**src/rtl/store_rmw_pkg.sv**
```systemverilog
// Shared definitions for the store read-modify-write unit.
// The size codes are also used by the load-side sign/zero extender.
package store_rmw_pkg;

    typedef enum logic [1:0] {
        SZ_BYTE = 2'b00,
        SZ_HALF = 2'b01,
        SZ_WORD = 2'b10,
        SZ_RSVD = 2'b11
    } size_e;

    typedef enum logic [1:0] {
        ST_IDLE  = 2'b00,
        ST_READ  = 2'b01,
        ST_WRITE = 2'b10,
        ST_DONE  = 2'b11
    } state_e;

    // A request is rejected when the access crosses its natural alignment
    // or uses the reserved size code.
    function automatic logic is_misaligned(input logic [1:0] size, input logic [1:0] addr_lo);
        logic mis;
        case (size)
            SZ_BYTE: mis = 1'b0;
            SZ_HALF: mis = addr_lo[0];
            SZ_WORD: mis = (addr_lo != 2'b00);
            default: mis = 1'b1;
        endcase
        return mis;
    endfunction

endpackage

```
**src/rtl/store_merge.sv**
```systemverilog
// Little-endian lane merge of narrow store data into the old memory word.
module store_merge
    import store_rmw_pkg::*;
(
    input  logic [31:0] old_word_i,
    input  logic [31:0] data_i,
    input  logic [1:0]  addr_lo_i,
    input  logic [1:0]  size_i,
    output logic [31:0] merged_o
);

    // Replace only the addressed lanes; every other lane keeps the old word.
    always_comb begin
        merged_o = old_word_i;
        case (size_i)
            SZ_BYTE: begin
                case (addr_lo_i)
                    2'b00:   merged_o[7:0]   = data_i[7:0];
                    2'b01:   merged_o[15:8]  = data_i[7:0];
                    2'b10:   merged_o[23:16] = data_i[7:0];
                    2'b11:   merged_o[31:24] = data_i[7:0];
                    default: merged_o        = old_word_i;
                endcase
            end
            SZ_HALF: begin
                if (addr_lo_i[1]) begin
                    merged_o[31:16] = data_i[15:0];
                end else begin
                    merged_o[15:0]  = data_i[15:0];
                end
            end
            SZ_WORD: merged_o = data_i;
            default: merged_o = old_word_i;
        endcase
    end

endmodule

```
**src/rtl/store_rmw.sv**
```systemverilog
// Store unit: word stores write directly, byte/half stores read the old word,
// merge the new lanes and write it back. Misaligned requests are rejected.
module store_rmw
    import store_rmw_pkg::*;
#(
    parameter int ADDR_W = 32
) (
    input  logic              clk,
    input  logic              rst,
    input  logic              req_valid,
    output logic              req_ready,
    input  logic [ADDR_W-1:0] req_addr,
    input  logic [31:0]       req_data,
    input  logic [1:0]        req_size,
    output logic [ADDR_W-1:0] mem_addr,
    output logic              mem_rd,
    input  logic [31:0]       mem_rdata,
    input  logic              mem_rvalid,
    output logic              mem_wr,
    output logic [31:0]       mem_wdata,
    input  logic              mem_wack,
    output logic              done,
    output logic              misalign
);

    state_e            state_q, state_d;
    logic [ADDR_W-1:0] addr_q, addr_d;
    logic [31:0]       wdata_q, wdata_d;
    logic [31:0]       data_q, data_d;
    logic [1:0]        size_q, size_d;
    logic [1:0]        lane_q, lane_d;
    logic              mis_q, mis_d;
    logic              req_mis_s;
    logic [31:0]       merged_s;

    assign req_mis_s = is_misaligned(req_size, req_addr[1:0]);

    store_merge u_merge (
        .old_word_i (mem_rdata),
        .data_i     (data_q),
        .addr_lo_i  (lane_q),
        .size_i     (size_q),
        .merged_o   (merged_s)
    );

    // Next-state and datapath capture; request fields are sampled only in IDLE.
    always_comb begin
        state_d = state_q;
        addr_d  = addr_q;
        wdata_d = wdata_q;
        data_d  = data_q;
        size_d  = size_q;
        lane_d  = lane_q;
        mis_d   = mis_q;
        case (state_q)
            ST_IDLE: begin
                if (req_valid) begin
                    addr_d  = {req_addr[ADDR_W-1:2], 2'b00};
                    wdata_d = req_data;
                    data_d  = req_data;
                    size_d  = req_size;
                    lane_d  = req_addr[1:0];
                    mis_d   = req_mis_s;
                    if (req_mis_s) begin
                        state_d = ST_DONE;
                    end else if (req_size == SZ_WORD) begin
                        state_d = ST_WRITE;
                    end else begin
                        state_d = ST_READ;
                    end
                end else begin
                    state_d = ST_IDLE;
                end
            end
            ST_READ: begin
                if (mem_rvalid) begin
                    wdata_d = merged_s;
                    state_d = ST_WRITE;
                end else begin
                    state_d = ST_READ;
                end
            end
            ST_WRITE: begin
                if (mem_wack) begin
                    state_d = ST_DONE;
                end else begin
                    state_d = ST_WRITE;
                end
            end
            ST_DONE: state_d = ST_IDLE;
            default: state_d = ST_IDLE;
        endcase
    end

    // State and datapath registers; reset drops any in-flight request.
    always_ff @(posedge clk or posedge rst) begin
        if (rst) begin
            state_q <= ST_IDLE;
            addr_q  <= '0;
            wdata_q <= 32'h0000_0000;
            data_q  <= 32'h0000_0000;
            size_q  <= 2'b00;
            lane_q  <= 2'b00;
            mis_q   <= 1'b0;
        end else begin
            state_q <= state_d;
            addr_q  <= addr_d;
            wdata_q <= wdata_d;
            data_q  <= data_d;
            size_q  <= size_d;
            lane_q  <= lane_d;
            mis_q   <= mis_d;
        end
    end

    assign req_ready = (state_q == ST_IDLE);
    assign mem_rd    = (state_q == ST_READ);
    assign mem_wr    = (state_q == ST_WRITE);
    assign done      = (state_q == ST_DONE);
    assign misalign  = (state_q == ST_DONE) && mis_q;
    assign mem_addr  = addr_q;
    assign mem_wdata = wdata_q;

endmodule

```
**config.mk**
```make
export PLATFORM = sky130hd
export DESIGN_NAME = store_rmw
export DESIGN_NICKNAME = d
export VERILOG_FILES = /design/src/rtl/store_rmw_pkg.sv /design/src/rtl/store_merge.sv /design/src/rtl/store_rmw.sv
export SDC_FILE = /design/constraint.sdc
export NUM_CORES = 1
export LEC_CHECK = 0
export CORE_ASPECT_RATIO = 1.25
export CORE_UTILIZATION = 25
export DETAILED_ROUTE_END_ITERATION = 16
export HOLD_SLACK_MARGIN = 0.02
export SYNTH_ARGS = -nofsm -noshare
export SYNTH_HDL_FRONTEND = slang
export SYNTH_HIERARCHICAL = 1
export SYNTH_SLANG_ARGS = --single-unit
```
**constraint.sdc**
```tcl
create_clock -name clk -period 3.3 [get_ports clk]
set_input_delay 0.66 -clock clk [delete_from_list [all_inputs] [get_ports clk]]
set_output_delay 0.66 -clock clk [all_outputs]
set_load 0.1 [all_outputs]
```
# After elaboration in Yosys (flattened, before gate mapping)
# Cells that the tools add are included.
[totals] word_cells=45 out_inout_bits=69 input_bits=103 reg_bits=101
[classes] mux=17 eq_ne=12 n_reduce_logical=9
[op_table] cell="$pmux W32 S3" n=1
[op_table] cell="$mux W32" n=2
[op_table] cell="$pmux W32 S2" n=1
[op_table] cell="$mux W16" n=2
[op_table] cell="$mux W8" n=4
[op_table] cell="$eq A2 B2 Y1 const B" n=6
[op_table] cell="$eq A2 B1 Y1 const B" n=4
[op_table] cell="$logic_not A2 Y1" n=4
[op_table] cell="$mux W2" n=4
[op_table] cell="$pmux W2 S4" n=1
[op_table] cell="$reduce_bool A2 Y1" n=2
[op_table] cell="$pmux W1 S3" n=1
[op_table] cell="$reduce_and A3 Y1" n=1
[op_table] cell="$ne A2 B1 Y1 const B" n=1
[op_table] cell="$ne A2 B2 Y1 const B" n=1
[op_table] cell="$reduce_and A2 Y1" n=1
[op_table] cell="$logic_and A1 B1 Y1" n=1
[op_table] cell="$mux W1" n=1

# Longest topological paths before layout
[logic_depth] word_depth=5 ltp_mapped=7 mapped_depth_nobuf=5

# By module
# The synthesis kept the hierarchy.
[by_module_without_submodules] module="store_rmw" n_inst=1 cells_each=272 seq_area_each_um2=2527.4 area_each_um2=4257.8
[by_module_without_submodules] module="store_merge" n_inst=1 cells_each=142 seq_area_each_um2=0.0 area_each_um2=1072.3

# Least setup slack after synthesis
# Ideal clock, no wire load.
[synth_path] kind="flip-flop to output port" from="register state_q[1]" to="output mem_wr" n_path_buf=0 required_time_ns=2.640 path_stages_with_launch=2 arrival_time_ns=1.814 slack_ns=0.826 path_cell_list="dfrtp_1 > nor2b_1"
[synth_between] elab_chain_len=1
[synth_lines] item="start, declared" line="store_rmw.sv:26" text="state_e state_q, state_d;"
[synth_lines] item="start signal, assigned" line="store_rmw.sv:106" text="state_q <= state_d;"
[synth_lines] item="$eq A2 B2 Y1" line="store_rmw.sv:118" text="assign mem_wr = (state_q == ST_WRITE);"
[synth_lines] item="end, declared" line="store_rmw.sv:19" text="output logic mem_wr,"
# Every way passes these cells.

# Worst setup path after layout
[layout_path] from="register size_q[0]" to="register wdata_q[27] (netlist: mem_wdata[27])"
[layout_between] elab_chain_len=4 word_cells_on_any_way=6 cone_classes="2 x eq/ne; 3 x mux; 1 x reduce/logical"
[layout_lines] item="start, declared" line="store_rmw.sv:30" text="logic [1:0] size_q, size_d;"
[layout_lines] item="start signal, assigned" line="store_rmw.sv:110" text="size_q <= size_d;"
[layout_lines] item="$eq A2 B2 Y1 (tied with other cells)" line="store_merge.sv:15" text="case (size_i)"
[layout_lines] item="$pmux W32 S3 (*)" line="store_merge.sv:15"
[layout_lines] item="named net merged_s[27]" line="store_rmw.sv:34" text="logic [31:0] merged_s;"
[layout_lines] item="$mux W32 (*)" line="store_rmw.sv:76" text="if (mem_rvalid) begin"
[layout_lines] item="$pmux W32 S2 (*)" line="store_rmw.sv:55" text="case (state_q)"
[layout_lines] item="end signal, assigned" line="store_rmw.sv:108" text="wdata_q <= wdata_d;"
[layout_lines] item="end, declared" line="store_rmw.sv:28" text="logic [31:0] wdata_q, wdata_d;"
# The timed path passes the listed nets; every way through them passes the cells marked *. The select of a mux whose other input is x is not followed.
# A chain may end at the register's enable or synchronous reset.

==> impl_results.md <==
* Maxcap violations at 0
* DRT Wirelength at 15400 um
* CTS buffer count at 9
* Crit-path cells: buf_4, clkinv_1, nand2_1, o22ai_1, mux2_2, mux2_2
* Crit path kind: reg -> reg
* Setup ws final at between 0.9 and 1 ns
* Vias per Instance at 4.68
* First-pass GRT wire length at roughly 24000 um
* Req. time, crit path at roughly 3.5 ns
* Slowest library cell on the worst path: dfrtp_1
* Most frequent cells in the layout: mux2_2, clkdlybuf4s50_1, dfrtp_1
* Top-Level Pins at ~170
* Antenna-violating nets left at 0
* Chip Width at between 100 and 150 um
* Layout area overhead at 39.3%
* GR Util met3 at under 10%
* Vias at 3991
* Pre-CTS WS at 0.677 ns
* Global-route met1 utilization at between 10% and 20%
* Arrival @ worst endpoint at 2.61 ns
* Tcrit/Tclk final at 71.9%
* Skew final at around 0.0075 ns
* Rows at a little under 60
* Endpoints failing setup at 0
* Critical path's most frequent cell: mux2_2
* Final Slew Violations at 0
* Number of port buffers at 169
* Synth Flop Type: dfrtp_1
* CTS Root Buffer Type: clkbuf_16
* Buffers & Inverters on Critical Path at 2
* Gr ovfl total at 0
* Max Buffers Root-to-Sink at 2
* EDFF count, synth at 0
* Cells after Synth at roughly 410
* Part of the Yosys area used for sequential elements at between 40% and 50%
* Post-Syn Area at around 0.0053 mm2
* CTS tree: built
* CP max stage delay at between 0.6 and 0.7 ns
* Post-CTS Hold Buffers at 0
* Minimum clock period at ~2.4 ns
* RD Place Congestion at 0.850
* Clock latency on the worst-skew pair at ~0.35 ns
* Die H at between 150 and 200 um
* Commonest non-fill, non-tap cell in the layout: mux2_2
* GRT busiest layer: met2
* Num Clock Sinks at around 100
* Hold WC Path Type: reg -> reg
* Yosys warnings at 6
* Relative slew margins at around 44%
* Ys async rst share at 100%
* CTS clk-pin slew, worst paths at about 0.070 ns
* Initial antenna violation count at 0
* H-tree depth at 3
* DRC Markers at 0
* Final hold vios at 0
* Starting DRT DRC Count at between 150 and 200
* Largest net degree at the start of global routing at between 60 and 70
* Routed length per instance at around 18 um
* 1st-pass router iterations at 4
* Crit end category: flip-flop
* Cts repair resizes at 0
* Vias in the first global route at 4251
* Unrepaired setup endpoints after global routing: false
* Area of the die at between 0.02 and 0.025 mm2
* Final #Nets at roughly 680
* Worst hold slack at 0.496 ns
* Grt met2 use at around 25%
* Setup TNS Final at 0 ns
* Status: finished, final reports clean
* Max FO, Critical Path at 15
* Post-CTS Setup Repair Bufs at 0
* Syn avg cell area at between 10 and 15 um2
* Initial core utilization at 25.5%
* Fmax at roughly 420 MHz
* Global Route Usage Sum at between 10% and 20%
* Flops & latches, synth at slightly above 100
* Core Area at around 0.021 mm2
* Post-layout util at between 30% and 40%
* Hpwl dp at 11300 um
* Share of post-route cells with drive strength above 1 at between 40% and 50%
* Worst slew pin tran at 0.841 ns
* Number of diodes at 0
* Startpoint types: flip-flop
* Unique masters post-synth at 42
* Delay-heaviest family, CP: flip-flops
==> metrics by stage <==
step | instance area (um2) | std cells
after global placement | 7110 | 836
after global routing | 7430 | 852
after detailed placement | 7110 | 836
final | 7430 | 852
after floorplan | 5340 | 415
after CTS | 7430 | 852
==> cells in the mapped netlist, types with 2 or more instances <==
cell,n,area (um2)
buf_4,3,22.5
a31oi_1,8,50.1
mux2i_1,9,90.1
buf_6,6,67.6
a221oi_1,7,61.3
mux2_2,130,1460
nor2_1,4,15.0
dfrtp_1,101,2530
o21ai_0,2,10.0
clkbuf_1,3,11.3
mux2_4,8,120
inv_1,3,11.3
a211oi_1,8,60.1
nand2_1,3,11.3
nor2b_1,27,169
o22ai_1,15,93.8
and2_1,9,56.3
buf_2,21,105
nand3b_1,2,15.0
a221o_1,8,80.1
a311oi_1,8,70.1
nor3_1,7,35.0
a21oi_1,3,15.0
==> worst register-to-register path: cells and delay by family, from the launching register on <==
family | cells | cell delay [ns]
AOI/OAI and AO/OA | 1 | 0.17
muxes | 2 | 0.54
DFF | 1 | 0.64
buffers and inverters | 2 | 0.57
and+or+nand+nor | 1 | 0.34
==> flip-flops by register name, indices dropped and copies added, names as in the netlist <==
signal	cells
data_q	32
mem_wdata	32
mem_addr	30
lane_q	2
size_q	2
state_q	2
mis_q	1
==> routing by layer <==
layer | wire length (um) | vias up
met1 | 6200 | 1988
li1 | - | 1852
met3 | 1080 | 13
met5 | 0 | -
met4 | 202 | 0
met2 | 7930 | 138
==> final timing paths <==
| check | startpoint | to | slack [ns] | cells past startpoint |
|---|---|---|---|---|
| worst max-delay path | size_q[0] | mem_wdata[27] | 0.93 | 6 |
| worst min-delay path | mis_q | mis_q | 0.50 | 2 |
| worst max register to register | size_q[0] | mem_wdata[27] | 0.93 | 6 |
| worst min register to register | mis_q | mis_q | 0.50 | 2 |
| max in group asynchronous | rst | mem_addr[2] | 1.80 | 3 |
| min in group asynchronous | rst | mem_addr[17] | 0.81 | 3 |
==> area by class of cell <==
type | instances | area, um2
well taps | 274 | 343
flip-flops and latches | 101 | 2530
clock buffers | 11 | 253
clock inverters | 5 | 58.8
multi-input cells | 277 | 2610
inverters | 4 | 18.8
fillers | 2069 | 13500
repair buffers | 180 | 1620
==> cells by family (layout without fill, tap and decap cells) <==
logic type,after synthesis,after routing,synth area share (%)
AOI/OAI and AO/OA,66,66,9.77
buffers and inverters,37,200,4.15
DFF,101,101,47.4
muxes,147,147,31.4
other,1,2,0.0704
and+or+nand+nor,62,62,7.18
Power is left out: the tool's default activity adds up to more than one toggle a clock period on the data nets, which glitch-free logic cannot reach.
